<file path="src/rtl/pll_lock_sequencer.sv">
// Reset and lock sequencer for the system PLL: pulses the PLL reset, qualifies lock,
// then releases the downstream domain resets one at a time and watches for loss of lock.
module pll_lock_sequencer #(
  parameter int N_DOMAINS     = 5,
  parameter int RST_CYCLES    = 36,
  parameter int LOCK_TIMEOUT  = 36000,
  parameter int STABLE_CYCLES = 3600,
  parameter int STAGE_GAP     = 16,
  parameter int MAX_RETRY     = 3
) (
  input  logic                 refclk,
  input  logic                 rst,
  input  logic                 restart,
  input  logic                 locked,
  output logic                 pll_rst,
  output logic [N_DOMAINS-1:0] domain_rst,
  output logic                 ready,
  output logic                 fail,
  output logic [7:0]           lost_cnt,
  output logic [2:0]           fsm_state
);

  function automatic int max2(input int a, input int b);
    return (a > b) ? a : b;
  endfunction

  localparam int LAST_STAGE = (N_DOMAINS - 1) * STAGE_GAP;
  localparam int CNT_MAX    = max2(max2(RST_CYCLES, LOCK_TIMEOUT),
                                   max2(STABLE_CYCLES, LAST_STAGE + 1));
  localparam int CW         = $clog2(CNT_MAX);
  localparam int RW         = $clog2(MAX_RETRY + 1);

  localparam logic [CW-1:0] RST_LAST    = CW'(RST_CYCLES - 1);
  localparam logic [CW-1:0] TO_LAST     = CW'(LOCK_TIMEOUT - 1);
  localparam logic [CW-1:0] STABLE_LAST = CW'(STABLE_CYCLES - 1);
  localparam logic [CW-1:0] REL_LAST    = CW'(LAST_STAGE - 1);

  typedef enum logic [2:0] {
    S_RESET     = 3'd0,
    S_WAIT_LOCK = 3'd1,
    S_STABLE    = 3'd2,
    S_RELEASE   = 3'd3,
    S_RUN       = 3'd4,
    S_FAIL      = 3'd5
  } state_t;

  state_t                 state, state_d;
  logic [CW-1:0]          cnt, cnt_d;
  logic [RW-1:0]          retry, retry_d;
  logic [7:0]             lost_d;
  logic                   locked_m, locked_s;
  logic                   pll_rst_d, ready_d, fail_d;
  logic [N_DOMAINS-1:0]   domain_rst_d;

  assign fsm_state = state;

  always_ff @(posedge refclk) begin
    if (rst) begin
      locked_m <= 1'b0;
      locked_s <= 1'b0;
    end else begin
      locked_m <= locked;
      locked_s <= locked_m;
    end
  end

  // State register; outputs are registered from the next-state decode so they line up with state.
  always_ff @(posedge refclk) begin
    if (rst) begin
      state      <= S_RESET;
      cnt        <= '0;
      retry      <= '0;
      lost_cnt   <= '0;
      pll_rst    <= 1'b1;
      domain_rst <= '1;
      ready      <= 1'b0;
      fail       <= 1'b0;
    end else begin
      state      <= state_d;
      cnt        <= cnt_d;
      retry      <= retry_d;
      lost_cnt   <= lost_d;
      pll_rst    <= pll_rst_d;
      domain_rst <= domain_rst_d;
      ready      <= ready_d;
      fail       <= fail_d;
    end
  end

  always_comb begin
    state_d = state;
    cnt_d   = cnt + CW'(1);
    retry_d = retry;
    lost_d  = lost_cnt;
    unique case (state)
      S_RESET: begin
        if (cnt == RST_LAST) state_d = S_WAIT_LOCK;
      end
      S_WAIT_LOCK: begin
        if (locked_s) begin
          state_d = S_STABLE;
        end else if (cnt == TO_LAST) begin
          retry_d = retry + RW'(1);
          state_d = (retry_d == RW'(MAX_RETRY)) ? S_FAIL : S_RESET;
        end
      end
      S_STABLE: begin
        if (!locked_s) state_d = S_WAIT_LOCK;
        else if (cnt == STABLE_LAST) state_d = S_RELEASE;
      end
      S_RELEASE: begin
        if (!locked_s) begin
          state_d = S_RESET;
        end else if (cnt == REL_LAST) begin
          state_d = S_RUN;
          retry_d = '0;
        end
      end
      S_RUN: begin
        cnt_d = cnt;
        if (!locked_s) begin
          state_d = S_RESET;
          retry_d = '0;
          lost_d  = (lost_cnt == 8'hff) ? lost_cnt : lost_cnt + 8'd1;
        end
      end
      S_FAIL: begin
        cnt_d = cnt;
      end
      default: state_d = S_RESET;
    endcase
    if (state_d != state) cnt_d = '0;
    // restart overrides whatever the state decided this cycle, but never touches lost_cnt
    if (restart) begin
      state_d = S_RESET;
      cnt_d   = '0;
      retry_d = '0;
      lost_d  = lost_cnt;
    end
  end

  always_comb begin
    pll_rst_d    = (state_d == S_RESET) || (state_d == S_FAIL);
    ready_d      = (state_d == S_RUN);
    fail_d       = (state_d == S_FAIL);
    domain_rst_d = '1;
    if (state_d == S_RUN) begin
      domain_rst_d = '0;
    end else if (state_d == S_RELEASE) begin
      for (int i = 0; i < N_DOMAINS; i++) begin
        domain_rst_d[i] = (int'(cnt_d) < i * STAGE_GAP);
      end
    end
  end

endmodule

</file>
<file path="config.mk">
export PLATFORM = sky130hd
export DESIGN_NAME = pll_lock_sequencer
export DESIGN_NICKNAME = d
export VERILOG_FILES = /design/src/rtl/pll_lock_sequencer.sv
export SDC_FILE = /design/constraint.sdc
export NUM_CORES = 1
export LEC_CHECK = 0
export ABC_AREA = 1
export CORE_MARGIN = 1.5
export CORE_UTILIZATION = 57
export CTS_CLUSTER_SIZE = 25
export DETAILED_ROUTE_END_ITERATION = 10
export HOLD_SLACK_MARGIN = 0.02
export PLACE_DENSITY = 0.8
export SYNTH_ARGS = -nofsm -noshare
export SYNTH_HDL_FRONTEND = slang
export SYNTH_SLANG_ARGS = --single-unit
</file>
<file path="constraint.sdc">
create_clock -name refclk -period 2.54 [get_ports refclk]
set_clock_uncertainty 0.15 [all_clocks]
set_input_delay 0.254 -clock refclk [delete_from_list [all_inputs] [get_ports refclk]]
set_output_delay 0.254 -clock refclk [all_outputs]
set_load 0.02 [all_outputs]
</file>
==> flow_summary.yaml, run 1 <==
outcome:
  status: "complete, no violations"
power:
  power_density_nw_per_um2: 398
  p_total_uw: 1060
  p_leak_uw: 0.00120
  max-vdd-ir-drop_uv: 268
critical_path:
  worstSetupStartpoint: "cnt[0]"
  timing.rr.end: "cnt[12]"
  r2r_cells: 13
  crit_type: "flop to flop"
  critPathRequiredTime_ns: 2.61
  rr_startpoint: "cnt[0]"
  endpoint_kind: "flop"
  reg2reg_slack_ns: 0.23
  crit_end: "cnt[12]"
  critPathArrivalTime_ns: 2.38
  start_kind: "flop"
  cp_max_fo: 12
layout:
  drive_gt1_frac: 0.0909
  area_delta_synth_final_pct: 16.0
  fill_cells: 328
  layout_commonest_cell: "nand2_1"
  antenna_cells: 0
  mostFrequentLayoutCells: "nand2_1, nor2_1, inv_1"
  nets: 402
grt:
  met3_usage: 0.0528
  grt-busiest-layer: "met2"
  grt_max_degree: 15
  grt_usage: 0.267
  antenna_found_initial: 0
  grt_use_met1: 0.382
  grt_pass1_vias: 2053
  grt_first_pass_wirelength_um: 9070
  grt_overflow: 0
  met2_usage: 0.401
clock_tree:
  cts.sink_count: 39
  worst_skew_pair.late_latency_ns: 0.29
  cts_made_buffers: 5
  clock_path_buffers: 2
  post_cts_resized: 0
  clk_pin_slew_ns: 0.07
  cts-root-buf: "clkbuf_8"
  cts_tree: "yes"
  post-cts-setup-buffer-count: 0
  hold_buffers: 0
  htree_levels: 2
sta:
  finalCritPeriodShare: 0.908
  rsz0062_at_grt: "false"
  worst_pin_slew_ns: 0.366
  maxSlewHeadroom: 0.753
  final.setup.tns_ns: 0
  min_period_ns: 2.31
  slew_violations: 0
  finalHoldViolCount: 0
  setup_violations: 0
  fmax_ghz: 0.433
logic_synthesis:
  yosys_warnings: 0
  synth-seq-cells: 39
  synth_edf_count: 0
  syn_area_um2: 2290
  synth_area_leader_cell: "dfxtp_1"
  ys_async_sr_fraction: 0
  yosys.cell_types.count: 31
  synthesis.nets: 375
  synth.area.top_cells: "dfxtp_1, nand2_1, nor2_1"
  netlist.area_leader.share: 0.341
  synth_cells: 368
  yosysSeqAreaShare: 0.341
  synth_area_per_cell_um2: 6.23
  synth_ff_type: "dfxtp_1"
floorplan:
  die_height_um: 66.4
  chipWidth_um: 66.4
  num_rows: 22
  start_util: 0.607
  dieArea_um2: 4410
  pin_count: 23
  core-area_um2: 3770
placement:
  gp_congestion: 0.910
  dp_hpwl_um: 3950
  port_buffers: 22
min_path:
  holdCritPathClass: "flop to flop"
route:
  vias: 2306
  vias_per_cell: 5.19
  drt-pass1-iter-count: 5
  wirelength_um: 5210
  wl_per_cell_um: 11.7
  drcViolationCount: 0
  drtIter0Drc: 238
  ant_nets: 0
job:
  max-cap-violations: 0
## Yosys cell counts, drive strengths merged (2+ instances only)
| cell | n |
|---|---|
| ha | 3 |
| a211oi | 2 |
| inv | 55 |
| buf | 4 |
| nand3 | 33 |
| dfxtp | 39 |
| a21oi | 17 |
| nor2 | 74 |
| nand4 | 5 |
| nor3 | 8 |
| nand2 | 105 |
| clkbuf | 2 |
| o21ai | 12 |
## worst min path at each step
| stage | end | start | slack [ns] | depth (start not counted) |
|---|---|---|---|---|
| 4_1_cts | locked_s | locked_m | 0.26 | 2 |
| 3_3_place_gp | locked_s | locked_m | 0.24 | 2 |
| 3_5_place_dp | locked_s | locked_m | 0.25 | 2 |
| 2_1_floorplan | locked_m | locked | 0.21 | 2 |
| 6_report | locked_s | locked_m | 0.25 | 2 |
| 5_1_grt | locked_s | locked_m | 0.28 | 2 |
## cell families after synthesis
logic type	Yosys count	share of synthesized area
and+or+nand+nor	229	0.445
buffers and inverters	61	0.106
DFF	39	0.341
AOI/OAI and AO/OA	34	0.0841
adders and majority gates	3	0.0164
xor gates and xnor gates	2	0.00765
## power by group
| part | internal (uW) | switching [uW] | total, uW |
|---|---|---|---|
| registers | 614 | 2.66 | 617 |
| logic | 11.7 | 21.1 | 32.8 |
| clock network | 192 | 215 | 407 |
## layout make-up
class | count | area [um^2] | share of cell area
clock buffers | 6 | 72.6 | 0.0273
clock inverters | 2 | 12.5 | 0.00471
flip-flops and latches | 39 | 781 | 0.294
repair buffers | 26 | 250 | 0.0942
inverters | 55 | 206 | 0.0777
well taps | 48 | 60.1 | 0.0226
multi-input cells | 268 | 1270 | 0.480
## routing by layer
metal  wire length (um)  share of wire
met5                  0              0
met1               2550           0.49
met4                 61          0.012
met3                364          0.070
met2               2230           0.43
## flip-flops by register name, summed over array words and instances (netlist names)
name	flops
fail	1
retry	2
lost_cnt	8
locked_s	1
locked_m	1
domain_rst	5
ready	1
fsm_state	3
pll_rst	1
cnt	16
## per-stage QoR
stage | cell area (um^2) | util | hold WS [ns] | setup slack, ns | cells
2_1_floorplan | 2290 | - | 0.211 | 0.497 | 368
3_3_place_gp | 2560 | 0.680 | 0.240 | 0.240 | 436
3_5_place_dp | 2560 | 0.680 | 0.248 | 0.132 | 436
4_1_cts | 2650 | 0.703 | 0.255 | 0.0994 | 444
5_1_grt | 2660 | 0.705 | 0.277 | 0.0255 | 444
6_report | 2660 | 0.705 | 0.249 | 0.233 | 444
## worst max-delay path, cell delays in order (launching register included)
cell,delay (ns)
dfxtp_1,0.37
ha_1,0.31
nand3_4,0.13
nor2_4,0.16
nand2_2,0.08
nand2_2,0.10
inv_2,0.05
nor2_4,0.13
nand3_4,0.10
nand2_2,0.07
nand2_2,0.06
nor2_4,0.15
nand3_4,0.21
a21oi_1,0.17
Note: power is estimated with default switching activity, not from simulation.
==> run 2: changes to the inputs <==
--- a/config.mk
+++ b/config.mk
@@ -6,6 +6,7 @@
 export NUM_CORES = 1
 export LEC_CHECK = 0
 export ABC_AREA = 1
+export CORE_ASPECT_RATIO = 0.7
 export CORE_MARGIN = 1.5
 export CORE_UTILIZATION = 57
 export CTS_CLUSTER_SIZE = 25
==> flow_summary.yaml, run 2 (synthesis gave the netlist of run 1 again) <==
sta:
  slew_violations: 0
  finalCritPeriodShare: 0.919
  fmax_ghz: 0.428
  finalHoldViolCount: 0
  setup_violations: 0
  maxSlewHeadroom: 0.708
  min_period_ns: 2.34
  setup_ws_ns: 0.205
  worst_pin_slew_ns: 0.435
  hold_slack_ns: 0.263
critical_path:
  worstSetupStartpoint: "cnt[0]"
  crit_path_top_delay_cell: "dfxtp_1"
  path_delay_family: "simple AND/OR/NAND/NOR gates"
  start_kind: "flop"
  critPathRequiredTime_ns: 2.61
  path_cells: "ha_1 > nand3_4 > nor2_4 > nand2_2 > nand2_2 > inv_2 > nor2_4 > nand3_4 > nand2_2 > nand2_2 > nor2_4 > nand3_4 > a21oi_1"
  timing.rr.end: "cnt[9]"
  reg2reg_slack_ns: 0.20
  crit_type: "flop to flop"
  path_buf_inv: 1
  endpoint_kind: "flop"
  cp_max_fo: 12
  r2r_cells: 13
  rr_startpoint: "cnt[0]"
  cp.depth: 13
  cpPeakStageDelay_ns: 0.39
  crit_end: "cnt[9]"
  worst_path_most_repeated_cell: "nand2_2"
  critPathArrivalTime_ns: 2.41
clock_tree:
  cts_made_buffers: 5
  post-cts-setup-buffer-count: 0
  htree_levels: 2
  cts-root-buf: "clkbuf_8"
  cts.sink_count: 39
  hold_buffers: 0
  cts_tree: "yes"
  post_cts_resized: 0
  clock_path_buffers: 2
  clk_pin_slew_ns: 0.08
  worst_skew_pair.late_latency_ns: 0.29
power:
  max-vdd-ir-drop_uv: 447
  p_total_uw: 1180
  p_leak_uw: 0.00122
  power_density_nw_per_um2: 438
layout:
  largest_reg_flops: 16
  drive_gt1_frac: 0.0960
  top_register: "cnt"
  area_delta_synth_final_pct: 17.6
  mostFrequentLayoutCells: "nand2_1, nor2_1, inv_1"
  layout_commonest_cell: "nand2_1"
  nets: 402
  fin_area_um2: 2700
  antenna_cells: 0
  layout.cells.non_filler: 448
  reg_top3: "cnt: 16 flops, lost_cnt: 8 flops, domain_rst: 5 flops"
placement:
  dp_slack_ns: 0.127
  dp_hpwl_um: 4450
  gp_congestion: 0.904
  place_area_um2: 2570
  placedCellCount: 440
  port_buffers: 22
floorplan:
  dieArea_um2: 4410
  core-area_um2: 3870
  num_rows: 19
  die_height_um: 56.0
  chipWidth_um: 78.8
  pin_count: 23
  start_util: 0.591
route:
  ant_nets: 0
  drcViolationCount: 0
  vias_per_cell: 5.20
  wirelength_um: 5860
  drtIter0Drc: 293
  wl_per_cell_um: 13.1
  vias: 2330
  drt-pass1-iter-count: 4
outcome:
  status: "complete, no violations"
grt:
  grt_usage: 0.286
  grt_overflow: 0
  grt_first_pass_wirelength_um: 9680
  antenna_found_initial: 0
  grt_pass1_vias: 2086
  grt_max_degree: 15
job:
  max-cap-violations: 0
min_path:
  holdCritPathClass: "flop to flop"
[run 2: metal layers]
metal,routed length [um],global-route usage,up-vias
met4,25,0.0663,0
met2,2420,0.388,80
li1,-,-,1207
met5,0,0,-
met3,483,0.0967,2
met1,2930,0.432,1041
[run 2: per-stage QoR]
stage               TNS [ns]  utilization
global placement           0        0.663
finish                     0        0.696
CTS                        0        0.693
floorplan                  0            -
detailed placement         0        0.663
global route         -0.0294        0.696
[run 2: power by group]
group          internal [uW]  switching, uW
Combinational           11.8           20.8
Clock                    296            235
Sequential               614           3.24
Total                    922            260
[run 2: worst min path at each step]
stage	cells past startpoint	slack, ns	to	startpoint
floorplan	2	0.21	locked_m	locked
CTS	2	0.26	locked_s	locked_m
global route	2	0.28	locked_s	locked_m
finish	2	0.26	locked_s	locked_m
global placement	2	0.24	locked_s	locked_m
detailed placement	2	0.25	locked_s	locked_m
[run 2: final cells by class]
cell class                 count  area [um^2]
clock inverter                 3         46.3
timing repair buffer          26          250
fill                         344         1180
tap                           52         65.1
clock buffer                   5         68.8
multi-input combinational    268         1280
sequential                    39          781
inverter                      55          206
[run 2: worst min-delay path, stage by stage, from the launching register on]
cell	delay (ns)
dfxtp_1	0.31
inv_1	0.04
nor2_1	0.03
